`config.mk`:
```
export PLATFORM = sky130hd
export DESIGN_NAME = cache_lookup_reader_flat
export DESIGN_NICKNAME = d
export VERILOG_FILES = /design/src/rtl/cache_lookup_reader_if.sv /design/src/rtl/cache_lookup_reader.sv /design/src/flat_wrapper.sv
export SDC_FILE = /design/constraint.sdc
export NUM_CORES = 1
export LEC_CHECK = 0
export BUFFER_PORTS_ARGS = -buffer_cell sky130_fd_sc_hd__buf_4
export CAP_MARGIN = 40
export CORE_AREA = 2 2 580 582
export CTS_BUF_LIST = sky130_fd_sc_hd__clkbuf_8
export CTS_CLUSTER_DIAMETER = 200
export DETAILED_ROUTE_END_ITERATION = 12
export DIE_AREA = 0 0 582 584
export GPL_TIMING_DRIVEN = 0
export SLEW_MARGIN = 30
export SYNTH_ARGS = -nofsm -noshare
export SYNTH_HDL_FRONTEND = slang
export SYNTH_SLANG_ARGS = --single-unit
```
`constraint.sdc`:
```
create_clock -name clk -period 8.8 [get_ports clk]
set_clock_uncertainty 0.2 [all_clocks]
set_input_delay 1.76 -clock clk [delete_from_list [all_inputs] [get_ports clk]]
set_output_delay 1.76 -clock clk [all_outputs]
set_load 0.01 [all_outputs]
```
`src/rtl/cache_lookup_reader_if.sv`:
```
// Request/response handshake bundle between the command front-end and the cache lookup engine.
interface cache_lookup_reader_if #(
    parameter int KEY_WIDTH   = 64,
    parameter int VALUE_WIDTH = 64,
    parameter int TTL_WIDTH   = 32,
    parameter int IDX_WIDTH   = 3
);
    logic                   req_valid;
    logic                   req_ready;
    logic [KEY_WIDTH-1:0]   req_key;
    logic                   rsp_valid;
    logic                   rsp_ready;
    logic                   rsp_hit;
    logic [VALUE_WIDTH-1:0] rsp_value;
    logic [TTL_WIDTH-1:0]   rsp_ttl;
    logic [IDX_WIDTH-1:0]   rsp_index;

    modport master (
        output req_valid, req_key, rsp_ready,
        input  req_ready, rsp_valid, rsp_hit, rsp_value, rsp_ttl, rsp_index
    );

    modport slave (
        input  req_valid, req_key, rsp_ready,
        output req_ready, rsp_valid, rsp_hit, rsp_value, rsp_ttl, rsp_index
    );
endinterface

```
`src/rtl/cache_lookup_reader.sv`:
```
// Read-side lookup engine: scans the cell bank one cell per cycle and returns the
// first valid cell whose key matches, or a miss.
//
// state | meaning
// IDLE  | ready for a request, req_ready high
// SCAN  | comparing cell at scan index against latched key
// RESP  | response held until consumer takes it
module cache_lookup_reader #(
    parameter int NUM_CELLS   = 8,
    parameter int KEY_WIDTH   = 64,
    parameter int VALUE_WIDTH = 64,
    parameter int TTL_WIDTH   = 32,
    parameter int STAT_WIDTH  = 16,
    localparam int IDX_WIDTH  = $clog2(NUM_CELLS)
) (
    input  logic                             clk,
    input  logic                             rst,
    cache_lookup_reader_if.slave             bus,
    input  logic [NUM_CELLS*KEY_WIDTH-1:0]   cell_key,
    input  logic [NUM_CELLS*VALUE_WIDTH-1:0] cell_value,
    input  logic [NUM_CELLS*TTL_WIDTH-1:0]   cell_ttl,
    input  logic [NUM_CELLS-1:0]             cell_valid,
    output logic [STAT_WIDTH-1:0]            hit_count,
    output logic [STAT_WIDTH-1:0]            miss_count
);
    typedef enum logic [1:0] {IDLE, SCAN, RESP} state_t;

    state_t                 state;
    logic [KEY_WIDTH-1:0]   key_q;
    logic [IDX_WIDTH-1:0]   idx;
    logic                   match;

    logic [KEY_WIDTH-1:0]   key_a   [NUM_CELLS];
    logic [VALUE_WIDTH-1:0] value_a [NUM_CELLS];
    logic [TTL_WIDTH-1:0]   ttl_a   [NUM_CELLS];

    always_comb begin
        for (int i = 0; i < NUM_CELLS; i++) begin
            key_a[i]   = cell_key[i*KEY_WIDTH +: KEY_WIDTH];
            value_a[i] = cell_value[i*VALUE_WIDTH +: VALUE_WIDTH];
            ttl_a[i]   = cell_ttl[i*TTL_WIDTH +: TTL_WIDTH];
        end
    end

    // Only the cell under the scan index is looked at; the rest of the bank may change freely.
    assign match = cell_valid[idx] && (key_a[idx] == key_q);

    always_ff @(posedge clk) begin
        if (rst) begin
            state         <= IDLE;
            key_q         <= '0;
            idx           <= '0;
            bus.req_ready <= 1'b1;
            bus.rsp_valid <= 1'b0;
            bus.rsp_hit   <= 1'b0;
            bus.rsp_value <= '0;
            bus.rsp_ttl   <= '0;
            bus.rsp_index <= '0;
            hit_count     <= '0;
            miss_count    <= '0;
        end else begin
            case (state)
                IDLE: begin
                    if (bus.req_valid) begin
                        key_q         <= bus.req_key;
                        idx           <= '0;
                        bus.req_ready <= 1'b0;
                        state         <= SCAN;
                    end
                end
                SCAN: begin
                    if (match) begin
                        bus.rsp_hit   <= 1'b1;
                        bus.rsp_value <= value_a[idx];
                        bus.rsp_ttl   <= ttl_a[idx];
                        bus.rsp_index <= idx;
                        bus.rsp_valid <= 1'b1;
                        state         <= RESP;
                    end else if (idx == IDX_WIDTH'(NUM_CELLS - 1)) begin
                        bus.rsp_hit   <= 1'b0;
                        bus.rsp_value <= '0;
                        bus.rsp_ttl   <= '0;
                        bus.rsp_index <= '0;
                        bus.rsp_valid <= 1'b1;
                        state         <= RESP;
                    end else begin
                        idx <= idx + IDX_WIDTH'(1);
                    end
                end
                RESP: begin
                    if (bus.rsp_ready) begin
                        bus.rsp_valid <= 1'b0;
                        bus.req_ready <= 1'b1;
                        state         <= IDLE;
                        if (bus.rsp_hit) begin
                            if (hit_count != '1) hit_count <= hit_count + STAT_WIDTH'(1);
                        end else begin
                            if (miss_count != '1) miss_count <= miss_count + STAT_WIDTH'(1);
                        end
                    end
                end
                default: state <= IDLE;
            endcase
        end
    end
endmodule

```
`src/flat_wrapper.sv`:
```
// flat-port wrapper written by rule: the top's interface ports become plain ports
module cache_lookup_reader_flat 
#(
    parameter int NUM_CELLS   = 8,
    parameter int KEY_WIDTH   = 64,
    parameter int VALUE_WIDTH = 64,
    parameter int TTL_WIDTH   = 32,
    parameter int STAT_WIDTH  = 16,
    localparam int IDX_WIDTH  = $clog2(NUM_CELLS)
)
  (clk, rst, cell_key, cell_value, cell_ttl, cell_valid, hit_count, miss_count, bus_req_valid, bus_req_key, bus_rsp_ready, bus_req_ready, bus_rsp_valid, bus_rsp_hit, bus_rsp_value, bus_rsp_ttl, bus_rsp_index);
  cache_lookup_reader_if #(.KEY_WIDTH(KEY_WIDTH), .VALUE_WIDTH(VALUE_WIDTH), .TTL_WIDTH(TTL_WIDTH)) bus_i ();
  input  logic clk;
  input  logic rst;
  input  logic [NUM_CELLS*KEY_WIDTH-1:0] cell_key;
  input  logic [NUM_CELLS*VALUE_WIDTH-1:0] cell_value;
  input  logic [NUM_CELLS*TTL_WIDTH-1:0] cell_ttl;
  input  logic [NUM_CELLS-1:0] cell_valid;
  output logic [STAT_WIDTH-1:0] hit_count;
  output logic [STAT_WIDTH-1:0] miss_count;
  input wire logic [$bits(bus_i.req_valid)-1:0] bus_req_valid;
  input wire logic [$bits(bus_i.req_key)-1:0] bus_req_key;
  input wire logic [$bits(bus_i.rsp_ready)-1:0] bus_rsp_ready;
  output wire logic [$bits(bus_i.req_ready)-1:0] bus_req_ready;
  output wire logic [$bits(bus_i.rsp_valid)-1:0] bus_rsp_valid;
  output wire logic [$bits(bus_i.rsp_hit)-1:0] bus_rsp_hit;
  output wire logic [$bits(bus_i.rsp_value)-1:0] bus_rsp_value;
  output wire logic [$bits(bus_i.rsp_ttl)-1:0] bus_rsp_ttl;
  output wire logic [$bits(bus_i.rsp_index)-1:0] bus_rsp_index;
  assign bus_i.req_valid = bus_req_valid;
  assign bus_i.req_key = bus_req_key;
  assign bus_i.rsp_ready = bus_rsp_ready;
  assign bus_req_ready = bus_i.req_ready;
  assign bus_rsp_valid = bus_i.rsp_valid;
  assign bus_rsp_hit = bus_i.rsp_hit;
  assign bus_rsp_value = bus_i.rsp_value;
  assign bus_rsp_ttl = bus_i.rsp_ttl;
  assign bus_rsp_index = bus_i.rsp_index;
  cache_lookup_reader #(.NUM_CELLS(NUM_CELLS), .KEY_WIDTH(KEY_WIDTH), .VALUE_WIDTH(VALUE_WIDTH), .TTL_WIDTH(TTL_WIDTH), .STAT_WIDTH(STAT_WIDTH)) u_core (.clk(clk), .rst(rst), .bus(bus_i), .cell_key(cell_key), .cell_value(cell_value), .cell_ttl(cell_ttl), .cell_valid(cell_valid), .hit_count(hit_count), .miss_count(miss_count));
endmodule
```
# [Yosys cells after proc, flatten, opt, wreduce, memory -nomap -nowiden]
# Index checks and enable logic that the tools add are counted.
[totals] ff_bits=203 latch_bits=0 ramBits=0 mem_bits_ro=0 n_memories=0
[op_classes] add_sub_neg=3 multipliers=0 div=0 magnitude_cmp=2 eq_ne=11 n_shift=0 n_mux=35 bitwise_logic=2 n_reduce_logical=14
[ops] operator="64-bit binary-select mux with 3-bit select" count=2
[ops] operator="64-bit two-way mux" count=6
[ops] operator="32-bit two-way mux" count=4
[ops] operator="32-bit binary-select mux with 3-bit select" count=1
[ops] operator="64-bit equality test" count=1
[ops] operator="16-bit by 1-bit adder with 16-bit output (second input constant)" count=2
[ops] operator="16-bit inequality test (second input constant)" count=2
[ops] operator="3-bit two-way mux" count=5
[ops] operator="4-bit AND reduction" count=3
[ops] operator="3-bit AND reduction" count=3
[ops] operator="1-bit two-way mux" count=8
[ops] operator="2-bit two-way mux" count=4
[ops] operator="2-bit inequality test (second input constant)" count=4
[ops] operator="2-bit nonzero test" count=4
[ops] operator="2-bit case mux with 3 select lines" count=1
[ops] operator="3-bit case mux with 2 select lines" count=1
[ops] operator="4-bit >= comparator (second input constant)" count=1
[ops] operator="3-bit by 4-bit < comparator with 1-bit output (second input constant)" count=1
[ops] operator="3-bit NOT with 4-bit output" count=1
[ops] operator="1-bit case mux with 2 select lines" count=2
[ops] operator="2-bit AND reduction" count=2
[ops] operator="3-bit by 1-bit adder with 3-bit output (second input constant)" count=1
[ops] operator="1-bit binary-select mux with 3-bit select" count=1
[ops] operator="3-bit equality test (second input constant)" count=1
[ops] operator="6 further kinds" count=6

# [Longest topological paths before layout]
# Gate-level depths: netlist (run 1).
[logic_depth] word_depth=8 mapped_depth=17

# [Worst setup path after synthesis (run 1)]
# No wires, ideal clock.
[synth_path] kind="input to register" start="in cell_key[469]" end="reg u_core.bus.rsp_index[1]" setup_ns=0.073 arrival_time_ns=4.401 required_ns=8.527 setup_slack_ns=4.125 cell_stages=11 path_buffers=3 path_cell_list="mux4_2 -> mux2i_1 -> xor2_1 -> o2111ai_1 -> or4_1 -> or4_1 -> or3_1 -> buf_6 -> buf_6 -> buf_6 -> o2bb2ai_2"
[synth_via] elab_chain_cells=7 elab_cells_between_ends=8
[synth_lines] item="from (decl)" line_no="flat_wrapper.sv:15" text="input logic [NUM_CELLS*KEY_WIDTH-1:0] cell_key;"
[synth_lines] item="64-bit binary-select mux with 3-bit select (*)" line_no="cache_lookup_reader.sv:46" text="assign match = cell_valid[idx] && (key_a[idx] == key_q);"
[synth_lines] item="64-bit two-way mux (not written as such) (*) (2 in a row)" line_no="cache_lookup_reader.sv:46"
[synth_lines] item="64-bit equality test (*)" line_no="cache_lookup_reader.sv:46"
[synth_lines] item="1-bit logical AND (*)" line_no="cache_lookup_reader.sv:46"
[synth_lines] item="2-bit nonzero test (no source line)"
[synth_lines] item="2-bit AND reduction (no source line)"
[synth_lines] item="to (signal assigned)" line_no="cache_lookup_reader.sv:76" text="bus.rsp_index <= idx;"
[synth_lines] item="to (decl)" line_no="cache_lookup_reader_if.sv:25" text="output req_ready, rsp_valid, rsp_hit, rsp_value, rsp_ttl, rsp_index"
# Mark *: on every way between the ends. The rest lies on a longest branch, timed or not. The select of a mux whose other input is x is not followed.
# A chain may end at the register's enable or synchronous reset.

# [Worst setup path in the final report (run 1)]
[layout_path] start="reg u_core.idx[0]" end="reg u_core.bus.rsp_ttl[30]"
[layout_via] elab_chain_cells=8 elab_cells_between_ends=15
[layout_lines] item="from (decl)" line_no="cache_lookup_reader.sv:30" text="logic [IDX_WIDTH-1:0] idx;"
[layout_lines] item="from (signal assigned)" line_no="cache_lookup_reader.sv:87" text="idx <= idx + IDX_WIDTH'(1);"
[layout_lines] item="3-bit NOT with 4-bit output (not written as such)" line_no="cache_lookup_reader.sv:46, cache_lookup_reader.sv:75"
[layout_lines] item="64-bit binary-select mux with 3-bit select" line_no="cache_lookup_reader.sv:46"
[layout_lines] item="64-bit two-way mux (not written as such) (2 in a row)" line_no="cache_lookup_reader.sv:46"
[layout_lines] item="64-bit equality test" line_no="cache_lookup_reader.sv:46"
[layout_lines] item="1-bit logical AND" line_no="cache_lookup_reader.sv:46"
[layout_lines] item="2-bit nonzero test (no source line)"
[layout_lines] item="2-bit AND reduction (no source line)"
[layout_lines] item="to (signal assigned)" line_no="cache_lookup_reader.sv:75" text="bus.rsp_ttl <= ttl_a[idx];"
[layout_lines] item="to (decl)" line_no="cache_lookup_reader_if.sv:25"
# Parallel ways exist; a longest one is shown, timed or not. The select of a mux whose other input is x is not followed.

==> results of run 1 <==
state kept, by name, summed over array words and instances (netlist names):
register / cells
u_core.bus.rsp_value: 64
u_core.bus.req_ready: 1
u_core.key_q: 64
u_core.miss_count: 16
u_core.idx: 3
u_core.bus.rsp_index: 3
u_core.bus.rsp_ttl: 32
u_core.bus.rsp_valid: 1
u_core.state: 2
u_core.hit_count: 16
u_core.bus.rsp_hit: 1
how the worst max path moves through the flow:
stage	endpoint	slack, ns	depth (start not counted)
after floorplan	u_core.bus.rsp_index[1]	4.13	11
after global placement	u_core.bus.rsp_index[0]	-1.16	13
after detailed placement	u_core.bus.rsp_ttl[29]	2.15	15
after CTS	u_core.bus.rsp_ttl[30]	2.08	15
after global routing	u_core.bus.rsp_ttl[30]	2.15	15
final	u_core.bus.rsp_ttl[30]	2.33	15
area by class of cell:
cell class / count / share of cell area
clock buffer: 57 / 0.0212
antenna: 205 / 0.0139
sequential: 203 / 0.110
clock inverter: 25 / 0.00865
inverter: 15 / 0.00152
timing repair buffer: 1551 / 0.328
buffer: 144 / 0.0207
multi-input combinational: 1178 / 0.347
tap: 4387 / 0.148
worst register-to-register path, delay by kind of cell, from the launching register on:
kind / cells / cell delay, ns
xor gates and xnor gates: 1 / 0.17
DFF: 1 / 0.65
buffers and inverters: 6 / 2.02
AOI/OAI and AO/OA: 3 / 0.82
muxes: 2 / 1.36
and+or+nand+nor: 3 / 1.10
routing by layer:
layer | wire length, µm | share of wire | vias to the layer above
li1 | - | - | 9673
met1 | 121000 | 0.33 | 11900
met2 | 171000 | 0.47 | 2113
met3 | 53500 | 0.15 | 780
met4 | 18000 | 0.049 | 236
met5 | 1520 | 0.0042 | -
layout by cell type, fill, tap and decap left out, types with 5 or more instances in the layout:
cell type and count:
o2bb2ai_2 10, clkbuf_8 58, nand3_1 13, a22o_1 20, clkbuf_1 63, nor2_1 44
nor4_1 15, diode_2 205, o21ai_0 13, nor3_1 12, xnor2_1 26, xor2_1 43
o21a_1 8, buf_12 7, a21oi_1 80, and2_1 6, buf_8 6, mux4_2 274
nand4_1 23, a22oi_1 26, nor2b_1 6, bufinv_16 7, buf_2 26, inv_1 21
clkbuf_2 22, o22ai_1 5, mux2i_1 207, mux2i_4 5, mux2i_2 14, or3_1 11
o2bb2ai_1 90, and4_1 6, nand2_1 167, and3_1 10, mux2_2 6, buf_6 23
buf_4 1523, buf_16 17, ha_1 7, dfxtp_1 203
power by group through the flow:
stage               Clock (mW)  Combinational (mW)  Sequential [mW]
finish                    1.42                1.43            0.964
global route              1.49                1.47            0.965
CTS                       1.49                1.43            0.963
detailed placement           0                1.43            0.983
global placement             0                1.37            0.983
floorplan                    0               0.438            0.973
cell usage after synthesis (15+ instances only):
cell type / instances
clkbuf_1: 86
mux2i_1: 226
buf_4: 15
a22o_1: 20
mux4_2: 274
o2bb2ai_1: 90
nand4_1: 23
nor2_1: 44
nand2_1: 167
buf_1: 17
xor2_1: 43
xnor2_1: 26
a22oi_1: 26
dfxtp_1: 203
a21oi_1: 81
nor4_1: 15
stage by stage:
stage,utilization,std cells,cell area [µm²]
after floorplan,-,1540,17600
after global placement,0.103,7416,34200
after detailed placement,0.106,7471,35300
after CTS,0.109,7553,36400
after global routing,0.110,7661,36700
final,0.111,7765,37000
cell families (layout without fill, tap and decap cells):
group | count (synthesis) | in the layout
compound gates | 268 | 268
xor+xnor | 69 | 69
fa+ha+maj | 7 | 7
buf+inv | 159 | 1792
flops | 203 | 203
mux | 506 | 506
other cells | 0 | 205
simple gates | 328 | 328
==> key figures, run 1 <==
Global routing
  • Largest net degree at the start of global routing: 14
  • Initial antenna violation count: 450
  • Most crowded layer after global routing: met2
  • Vias in the first global route: 23100
  • Global-route wire length before repair: 412000 µm
  • Met1 Use GR: 0.210
  • Grt total ovfl: 0
  • GR Util met3: 0.120
  • Grt met2 use: 0.347
  • Tot GR Track Use: 0.207

Finish
  • P&R area growth vs syn: 111%
  • Share of cells above drive strength 1: 0.636
  • Nets: 4503
  • Fillers: 38400
  • Multi-input gate area: 12900 µm²
  • Register area: 4060 µm²

Floorplan
  • Num ports: 1490
  • Rows: 212
  • Total die area: 340000 µm²
  • Initial Utilization: 0.0528
  • Die extent in y: 584 µm
  • Core area: 333000 µm²
  • Die width: 582 µm

STA
  • Final hold vios: 0
  • Final setup margin: 2.33 ns
  • Setup-failing EPs final: 0
  • Max_slew headroom: 0.322
  • Final period util: 0.735
  • Achievable Freq: 155 MHz
  • Hold_ws: 0.263 ns
  • Final setup TNS: 0 ns
  • Least-Margin Pin Slew: 0.989 ns
  • Min Tclk post-route: 6.47 ns
  • RSZ-0062 raised after global routing: no
  • Max Slew Vio Count: 0

Setup path
  • R2R Path End: u_core.bus.rsp_ttl[30]
  • Worst reg2reg path depth: 15
  • R2r startpoint: u_core.idx[0]
  • Crit-path slowest cell: mux4_2
  • Crit path DAT: 6.95 ns
  • Crit-path leading delay family: buffers and inverters
  • Critical path's largest stage delay: 0.77 ns
  • Worst EP required: 9.27 ns
  • Worst R2R Setup Slack: 2.33 ns
  • Setup CP Type: reg -> reg
  • Most used cell, CP: buf_2
  • Critical Path End Type: register
  • Bufs and invs on worst path: 6
  • Critical path launch point type: register
  • Critical Path, Cell by Cell: buf_6 > buf_6 > buf_2 > mux4_2 > mux2i_1 > xnor2_1 > nor4_1 > nand4_1 > nor4_1 > a41o_1 > a21oi_4 > buf_16 > buf_2 > buf_2 > o2bb2ai_2
  • Crit path max fanout: 10
  • Critical Path Source: u_core.idx[0]

Yosys
  • Post-synth net total: 2903
  • Yosys top cell area share: 0.351
  • Post-Syn Area: 17600 µm²
  • Combinational family with the most area after synthesis: multiplexers
  • Synth Warn #: 0
  • EDFF count, synth: 0
  • Synth Area per Inst: 11.4 µm²
  • Adder-Cell Fraction of Synth Area: 0.00498
  • Distinct cells, synth: 53
  • Top cells by area, synth: mux4_2 35%, dfxtp_1 23%, mux2i_1 13%
  • Post-synth top area cell: mux4_2
  • Register area share after synthesis: 0.231
  • Synth Area in XOR/XNOR: 0.0344
  • Post-synth top flop: dfxtp_1
  • Synth Instances: 1540
  • Yosys reg bits: 203
  • Mux cell area share after synthesis: 0.484
  • Post-synthesis compound-gate area fraction: 0.114
  • Async SR Flop Fraction: 0
  • Post-synthesis simple-gate area fraction: 0.0873

Worst hold path
  • Hold_sp: u_core.bus.rsp_valid
  • Hold Path Class: reg -> reg
  • Worst Hold Depth: 2
  • Worst Hold Path EP: u_core.bus.rsp_valid

Clocking
  • CTS resizes: 0
  • CTS Hold Bufs: 0
  • Max clock buf depth: 3
  • CTS H-tree lvls: 2
  • CTS tree: yes
  • Clock sinks: 203
  • CTS clk-pin slew, worst paths: 0.06 ns
  • Clock Tree Root: clkbuf_8
  • Post-CTS setup buffers: 0
  • Total clock buffers created by CTS: 47
  • Clock Latency Late Sink: 0.83 ns

Power and ir drop
  • Max IR drop VDD: 0.0977 mV
  • Tot Pwr: 3.82 mW
  • Pwr/cell area: 103 nW/µm²
  • Psw: 1.37 mW
  • Clock share of power: 0.373
  • Internal power: 2.45 mW
  • Combinational fraction of design power: 0.374
  • P_leak: 14.6 nW
  • Seq pwr share: 0.253
  • Switching share of power: 0.359

Placement
  • DP HPWL: 341000 µm
  • Place WS: 2.15 ns
  • I/O Buffers: 1489
  • GP Congestion: 0.967

Drt
  • DR WL/cell: 47.0 µm
  • Vias per inst: 3.19
  • DRC viols: 0
  • Final ANT Viol Nets: 0
  • Routed via count: 24800
  • Final WL: 365000 µm
  • Number of DRC markers in iteration 0: 1884
  • TritonRoute pass-1 iters: 5

Job
  • Max-cap violations: 0

Status
  • Status: complete, no violations
(Power assumes the default switching activity.)
==> run 2, diff against run 1 <==
--- a/config.mk
+++ b/config.mk
@@ -5,13 +5,14 @@
 export SDC_FILE = /design/constraint.sdc
 export NUM_CORES = 1
 export LEC_CHECK = 0
+export ABC_AREA = 1
 export BUFFER_PORTS_ARGS = -buffer_cell sky130_fd_sc_hd__buf_4
 export CAP_MARGIN = 40
-export CORE_AREA = 2 2 580 582
+export CORE_AREA = 2 2 579 581
 export CTS_BUF_LIST = sky130_fd_sc_hd__clkbuf_8
 export CTS_CLUSTER_DIAMETER = 200
 export DETAILED_ROUTE_END_ITERATION = 12
-export DIE_AREA = 0 0 582 584
+export DIE_AREA = 0 0 581 583
 export GPL_TIMING_DRIVEN = 0
 export SLEW_MARGIN = 30
 export SYNTH_ARGS = -nofsm -noshare
==> constraint.sdc (replaced) <==
create_clock -name clk -period 6.8 [get_ports clk]
set_clock_uncertainty 0.2 [all_clocks]
set_input_delay 1.36 -clock clk [delete_from_list [all_inputs] [get_ports clk]]
set_output_delay 1.36 -clock clk [all_outputs]
set_load 0.01 [all_outputs]
==> run 2 against run 1 <==
Cell area grew 8.4%. Maximum frequency grew 2.0%. Die area shrank 0.34%. Sequential power grew 50%. Register-to-register slack lost 1.9 ns. Worst hold slack gained 0.0043 ns. Largest cell class is now multi-input gates. Highest routed layer unchanged.
==> key figures, run 2 <==
STA
  • Final hold vios: 0
  • Final period util: 0.933
  • Final setup margin: 0.458 ns
  • Min Tclk post-route: 6.34 ns
  • Final setup TNS: 0 ns
  • RSZ-0062 raised after global routing: no
  • Least-Margin Pin Slew: 1.06 ns
  • Achievable Freq: 158 MHz
  • Setup-failing EPs final: 0
  • Max_slew headroom: 0.288
  • Max Slew Vio Count: 0

Yosys
  • Leading cell type by number of instances after synthesis: nand2_1
  • Post-Syn Area: 20800 µm²
  • Async SR Flop Fraction: 0
  • Synth Warn #: 0
  • Register area share after synthesis: 0.195
  • Post-synth top flop: dfxtp_1
  • Commonest cells post-synth: 839 x nand2_1, 758 x nor2_1, 521 x o21ai_0
  • Synth Instances: 3906
  • Yosys top cell area share: 0.195
  • Distinct cells, synth: 31
  • Yosys reg bits: 203
  • Post-synth net total: 5269
  • EDFF count, synth: 0
  • Synth Area per Inst: 5.34 µm²
  • Post-synth top area cell: dfxtp_1
  • Top cells by area, synth: dfxtp_1 19%, nand2_1 15%, nor2_1 14%

Finish
  • Post-route cell area: 40100 µm²
  • Highest-count cells in the layout ignoring fill and taps: 1510 x buf_4, 839 x nand2_1, 758 x nor2_1
  • P&R area growth vs syn: 92.5%
  • Fillers: 39500
  • Nets: 6881
  • Biggest regs: u_core.bus.rsp_value x64, u_core.key_q x64, u_core.bus.rsp_ttl x32
  • Commonest non-fill, non-tap cell in the layout: buf_4
  • Layout Cells excl Fill: 10100
  • Share of cells above drive strength 1: 0.322

Drt
  • Final WL: 367000 µm
  • Final ANT Viol Nets: 0
  • TritonRoute pass-1 iters: 7
  • DR WL/cell: 36.4 µm
  • Vias per inst: 3.65
  • Routed via count: 36800
  • Number of DRC markers in iteration 0: 3015
  • DRC viols: 0

Floorplan
  • Die extent in y: 583 µm
  • Initial Utilization: 0.0627
  • Die width: 581 µm
  • Rows: 212
  • Core area: 332000 µm²
  • Num ports: 1490
  • Total die area: 339000 µm²

Clocking
  • Clock Latency Late Sink: 0.76 ns
  • Clock sinks: 203
  • CTS H-tree lvls: 2
  • CTS tree: yes
  • Post-CTS setup buffers: 0
  • Max clock buf depth: 3
  • Total clock buffers created by CTS: 46
  • CTS Hold Bufs: 0
  • Clock Tree Root: clkbuf_8
  • CTS clk-pin slew, worst paths: 0.06 ns

Worst hold path
  • Hold Path Class: reg -> reg

Setup path
  • Critical Path End Type: register
  • Crit path DAT: 6.86 ns
  • Worst EP required: 7.31 ns
  • Crit path max fanout: 10
  • Critical path launch point type: register
  • Setup CP Type: reg -> reg

Power and ir drop
  • Seq pwr share: 0.134
  • Psw: 6.55 mW
  • P_leak: 17.8 nW
  • Max IR drop VDD: 0.147 mV
  • Combinational fraction of design power: 0.708
  • Internal power: 4.29 mW
  • Clock share of power: 0.158
  • Switching share of power: 0.604
  • Pwr/cell area: 270 nW/µm²

Global routing
  • Largest net degree at the start of global routing: 13
  • Global-route wire length before repair: 439000 µm
  • Grt total ovfl: 0
  • Tot GR Track Use: 0.207
  • Vias in the first global route: 35800
  • Initial antenna violation count: 310

Placement
  • Post-place instance area: 38700 µm²
  • I/O Buffers: 1488
  • Placed Cells: 9853
  • DP HPWL: 331000 µm
  • Place WS: -0.203 ns
  • GP Congestion: 1.05

Status
  • Status: complete, no violations

Job
  • Max-cap violations: 0
-- run 2: cell types whose count changed in the layout (fill, tap and decap cells not counted), moves of 90 or more --
cell / delta
o21ai_0: +494
nand2_1: +672
mux4_2: -274
nand3_1: +455
nor2_1: +714
o221ai_1: +183
clkbuf_1: +95
inv_1: +329
o2bb2ai_1: -90
mux2i_1: -207
-- run 2: layer usage --
layer | wire length (µm) | share of wire | track usage
met1 | 126000 | 0.34 | 0.207
met2 | 192000 | 0.52 | 0.390
met3 | 23300 | 0.063 | 0.0440
met4 | 25400 | 0.069 | 0.127
met5 | 330 | 0.00090 | 0
-- run 2: power groups by stage --
| stage | clock [mW] | sequential, mW | combinational [mW] |
|---|---|---|---|
| 2_1_floorplan | 0 | 1.36 | 2.94 |
| 3_3_place_gp | 0 | 1.49 | 7.44 |
| 3_5_place_dp | 0 | 1.49 | 7.75 |
| 4_1_cts | 1.81 | 1.46 | 7.77 |
| 5_1_grt | 1.82 | 1.47 | 8.06 |
| 6_report | 1.72 | 1.45 | 7.67 |
-- run 2: cell type report --
type | count | area (µm²) | area share
repair buffers | 1564 | 12300 | 0.306
clock buffers | 56 | 771 | 0.0192
clock inverters | 26 | 274 | 0.00683
flip-flops and latches | 203 | 4060 | 0.101
multi-input cells | 3039 | 14200 | 0.354
inverters | 347 | 1300 | 0.0325
plain buffers | 317 | 1400 | 0.0348
diodes | 131 | 328 | 0.00817
well taps | 4387 | 5490 | 0.137
-- run 2: final timing paths --
| check | from | end | slack [ns] | cells after the start |
|---|---|---|---|---|
| worst max-delay path | u_core.idx[1] | u_core.bus.rsp_value[10] | 0.46 | 16 |
| worst min-delay path | u_core.key_q[49] | u_core.key_q[49] | 0.27 | 2 |
| worst max register to register | u_core.idx[1] | u_core.bus.rsp_value[10] | 0.46 | 16 |
| worst min register to register | u_core.key_q[49] | u_core.key_q[49] | 0.27 | 2 |
-- run 2: timing repair --
item | 4_1_cts | 5_1_grt
endpoints found under the setup margin | 2 | 0
resized for setup | 1 | 0
endpoints found under the hold margin | 0 | 0
-- run 2: worst max-delay path, cell delays in order (launching register included) --
cell and delay, ns:
dfxtp_1 0.73, buf_2 0.53, buf_2 0.54, nand3_1 0.19, nand3_1 0.23, nand2_1 0.08
nand2_1 0.25, nand4_1 0.43, nor2_1 0.24, nand2_1 0.09, nor2_1 0.22, nand3_1 0.47
nor2_4 0.49, buf_16 0.21, buf_2 0.39, nand3_1 0.56, a21oi_1 0.28
-- run 2: logic make-up after synthesis --
family / count (synthesis) / synth area share
AND/OR/NAND/NOR: 2149 / 0.427
flip-flops: 203 / 0.195
AO/OA/AOI/OAI: 878 / 0.246
XOR/XNOR: 5 / 0.00210
buffers and inverters: 664 / 0.126
adder cells (fa/ha/maj): 7 / 0.00420
-- run 2: metrics by stage --
stage / power [mW] / hold WS (ns) / util
after detailed placement: 9.23 / 0.259 / 0.117
after global routing: 11.4 / 0.287 / 0.120
final: 10.8 / 0.267 / 0.121
after floorplan: 4.30 / 0.244 / -
after CTS: 11.0 / 0.269 / 0.120
after global placement: 8.93 / 0.255 / 0.113
==> run 3, diff against run 2 <==
--- a/config.mk
+++ b/config.mk
@@ -11,9 +11,11 @@
 export CORE_AREA = 2 2 579 581
 export CTS_BUF_LIST = sky130_fd_sc_hd__clkbuf_8
 export CTS_CLUSTER_DIAMETER = 200
+export CTS_CLUSTER_SIZE = 16
 export DETAILED_ROUTE_END_ITERATION = 12
 export DIE_AREA = 0 0 581 583
 export GPL_TIMING_DRIVEN = 0
+export PLACE_DENSITY = 0.3
 export SLEW_MARGIN = 30
 export SYNTH_ARGS = -nofsm -noshare
 export SYNTH_HDL_FRONTEND = slang
==> run 3 against run 2 <==
Non-clock buffer count is 13 lower. Flip-flop and latch count unchanged. Cell area fell by 2.3%. Global-route usage fell by 0.65 points. Clock power down 40%. Maximum frequency increased by 4.1%. Core utilization down 0.28 points. Critical path type unchanged. Largest power group unchanged.
==> key figures, run 3 (same netlist as run 2, synthesis figures left out) <==
Status
  • Status: complete, no violations

Placement
  • DP HPWL: 318000 µm
  • GP Congestion: 0.969
  • Placed Cells: 9839
  • Post-place instance area: 38600 µm²
  • Place WS: 0.577 ns
  • I/O Buffers: 1488

Power and ir drop
  • Psw: 6.40 mW
  • Switching share of power: 0.636
  • Seq pwr share: 0.139
  • Pwr/cell area: 257 nW/µm²
  • Clock share of power: 0.102
  • Combinational fraction of design power: 0.759
  • Internal power: 3.66 mW
  • Max IR drop VDD: 0.139 mV
  • P_leak: 17.4 nW

Drt
  • Final ANT Viol Nets: 0
  • DR WL met3: 20900 µm
  • Final WL: 356000 µm
  • Number of DRC markers in iteration 0: 2667
  • DR WL/cell: 35.8 µm
  • Routed met2 length: 189000 µm
  • Routed via count: 36200
  • DRC viols: 0
  • Vias per inst: 3.64
  • Routed met1 length: 128000 µm
  • Top sig layer: met5
  • TritonRoute pass-1 iters: 7

Global routing
  • Grt total ovfl: 0
  • Largest net degree at the start of global routing: 17
  • Vias in the first global route: 36800
  • Global-route wire length before repair: 434000 µm
  • Tot GR Track Use: 0.201
  • Initial antenna violation count: 229

STA
  • Final hold vios: 0
  • Min Tclk post-route: 6.09 ns
  • Achievable Freq: 164 MHz
  • Max Slew Vio Count: 0
  • Hold_ws: 0.282 ns
  • Final setup TNS: 0 ns
  • Least-Margin Pin Slew: 0.965 ns
  • RSZ-0062 raised after global routing: no
  • Setup-failing EPs final: 0
  • Final setup margin: 0.710 ns
  • Final period util: 0.896
  • Max_slew headroom: 0.357

Finish
  • Post-route cell area: 39200 µm²
  • Commonest non-fill, non-tap cell in the layout: buf_4
  • Nets: 6841
  • Share of cells above drive strength 1: 0.317
  • Biggest regs: u_core.bus.rsp_value x64, u_core.key_q x64, u_core.bus.rsp_ttl x32
  • Highest-count cells in the layout ignoring fill and taps: 1500 x buf_4, 839 x nand2_1, 757 x nor2_1
  • Layout Cells excl Fill: 9943
  • P&R area growth vs syn: 88.0%
  • Fillers: 39500

Clocking
  • CTS H-tree lvls: 1
  • Clock sinks: 203
  • CTS Hold Bufs: 0
  • Max clock buf depth: 3
  • CTS clk-pin slew, worst paths: 0.14 ns
  • CTS resizes: 0
  • Total clock buffers created by CTS: 19
  • Post-CTS setup buffers: 0
  • Clock Latency Late Sink: 0.76 ns
  • CTS tree: yes
  • Clock Tree Root: clkbuf_8

Setup path
  • Critical Path Source: u_core.idx[0]
  • R2r startpoint: u_core.idx[0]
  • Setup CP Type: reg -> reg
  • Crit path max fanout: 10
  • R2R Path End: u_core.bus.rsp_value[27]
  • Worst reg2reg path depth: 18
  • Crit path DAT: 6.49 ns
  • Critical Path End Type: register
  • Worst R2R Setup Slack: 0.71 ns
  • Worst EP required: 7.20 ns
  • Critical path launch point type: register

Job
  • Max-cap violations: 0

Floorplan
  • Rows: 212
  • Die extent in y: 583 µm
  • Core area: 332000 µm²
  • Initial Utilization: 0.0627
  • Num ports: 1490
  • Total die area: 339000 µm²
  • Die width: 581 µm

Worst hold path
  • Worst Hold Depth: 2
  • Hold_sp: u_core.key_q[17]
  • Hold Path Class: reg -> reg
  • Worst Hold Path EP: u_core.key_q[17]
run 3: cell type report:
type / count / area [µm²] / share of cell area
Clock buffer: 20 / 275 / 0.00702
Multi-Input combinational cell: 3039 / 14200 / 0.363
Inverter: 347 / 1300 / 0.0332
Timing Repair Buffer: 1551 / 12100 / 0.309
Clock inverter: 10 / 120 / 0.00306
Tap cell: 4387 / 5490 / 0.140
Sequential cell: 203 / 4060 / 0.104
Antenna cell: 69 / 173 / 0.00441
Buffer: 317 / 1410 / 0.0359
run 3: worst max-delay path by stage:
stage                          endpoint  slack, ns  cells past startpoint
6_report       u_core.bus.rsp_value[27]       0.71                     18
5_1_grt        u_core.bus.rsp_value[27]       0.50                     18
4_1_cts        u_core.bus.rsp_value[27]       0.42                     18
3_5_place_dp   u_core.bus.rsp_value[27]       0.58                     18
3_3_place_gp   u_core.bus.rsp_value[12]      -0.86                     13
2_1_floorplan    u_core.bus.rsp_ttl[14]       3.70                     17
run 3: metrics by stage:
stage / utilization / power [mW]
global route: 0.118 / 10.6
global placement: 0.113 / 8.94
detailed placement: 0.116 / 9.18
finish: 0.118 / 10.1
floorplan: - / 4.30
CTS: 0.117 / 10.3
run 3: metal layers:
layer	up-vias	GRT usage
met1	17400	0.208
li1	16200	-
met5	-	0
met2	2004	0.388
met3	575	0.0398
met4	54	0.0830
run 3: worst max-delay path, stage by stage, from the launching register on:
cell	delay, ns
dfxtp_1	0.37
buf_4	0.28
buf_2	0.55
buf_2	0.58
nand2_1	0.12
nand3_1	0.13
nand3_1	0.27
nand3b_1	0.38
nand4_1	0.36
nor2_1	0.20
nand2_1	0.10
nor2_1	0.30
nand3_1	0.40
nor2_4	0.40
buf_16	0.18
buf_16	0.15
buf_2	0.26
nand3_1	0.36
a21oi_1	0.22
run 3: power groups by stage:
| stage | clock [mW] | combinational, mW | sequential, mW |
|---|---|---|---|
| finish | 1.03 | 7.64 | 1.40 |
| floorplan | 0 | 2.94 | 1.36 |
| CTS | 1.11 | 7.77 | 1.41 |
| global route | 1.13 | 8.05 | 1.42 |
| detailed placement | 0 | 7.75 | 1.43 |
| global placement | 0 | 7.51 | 1.43 |
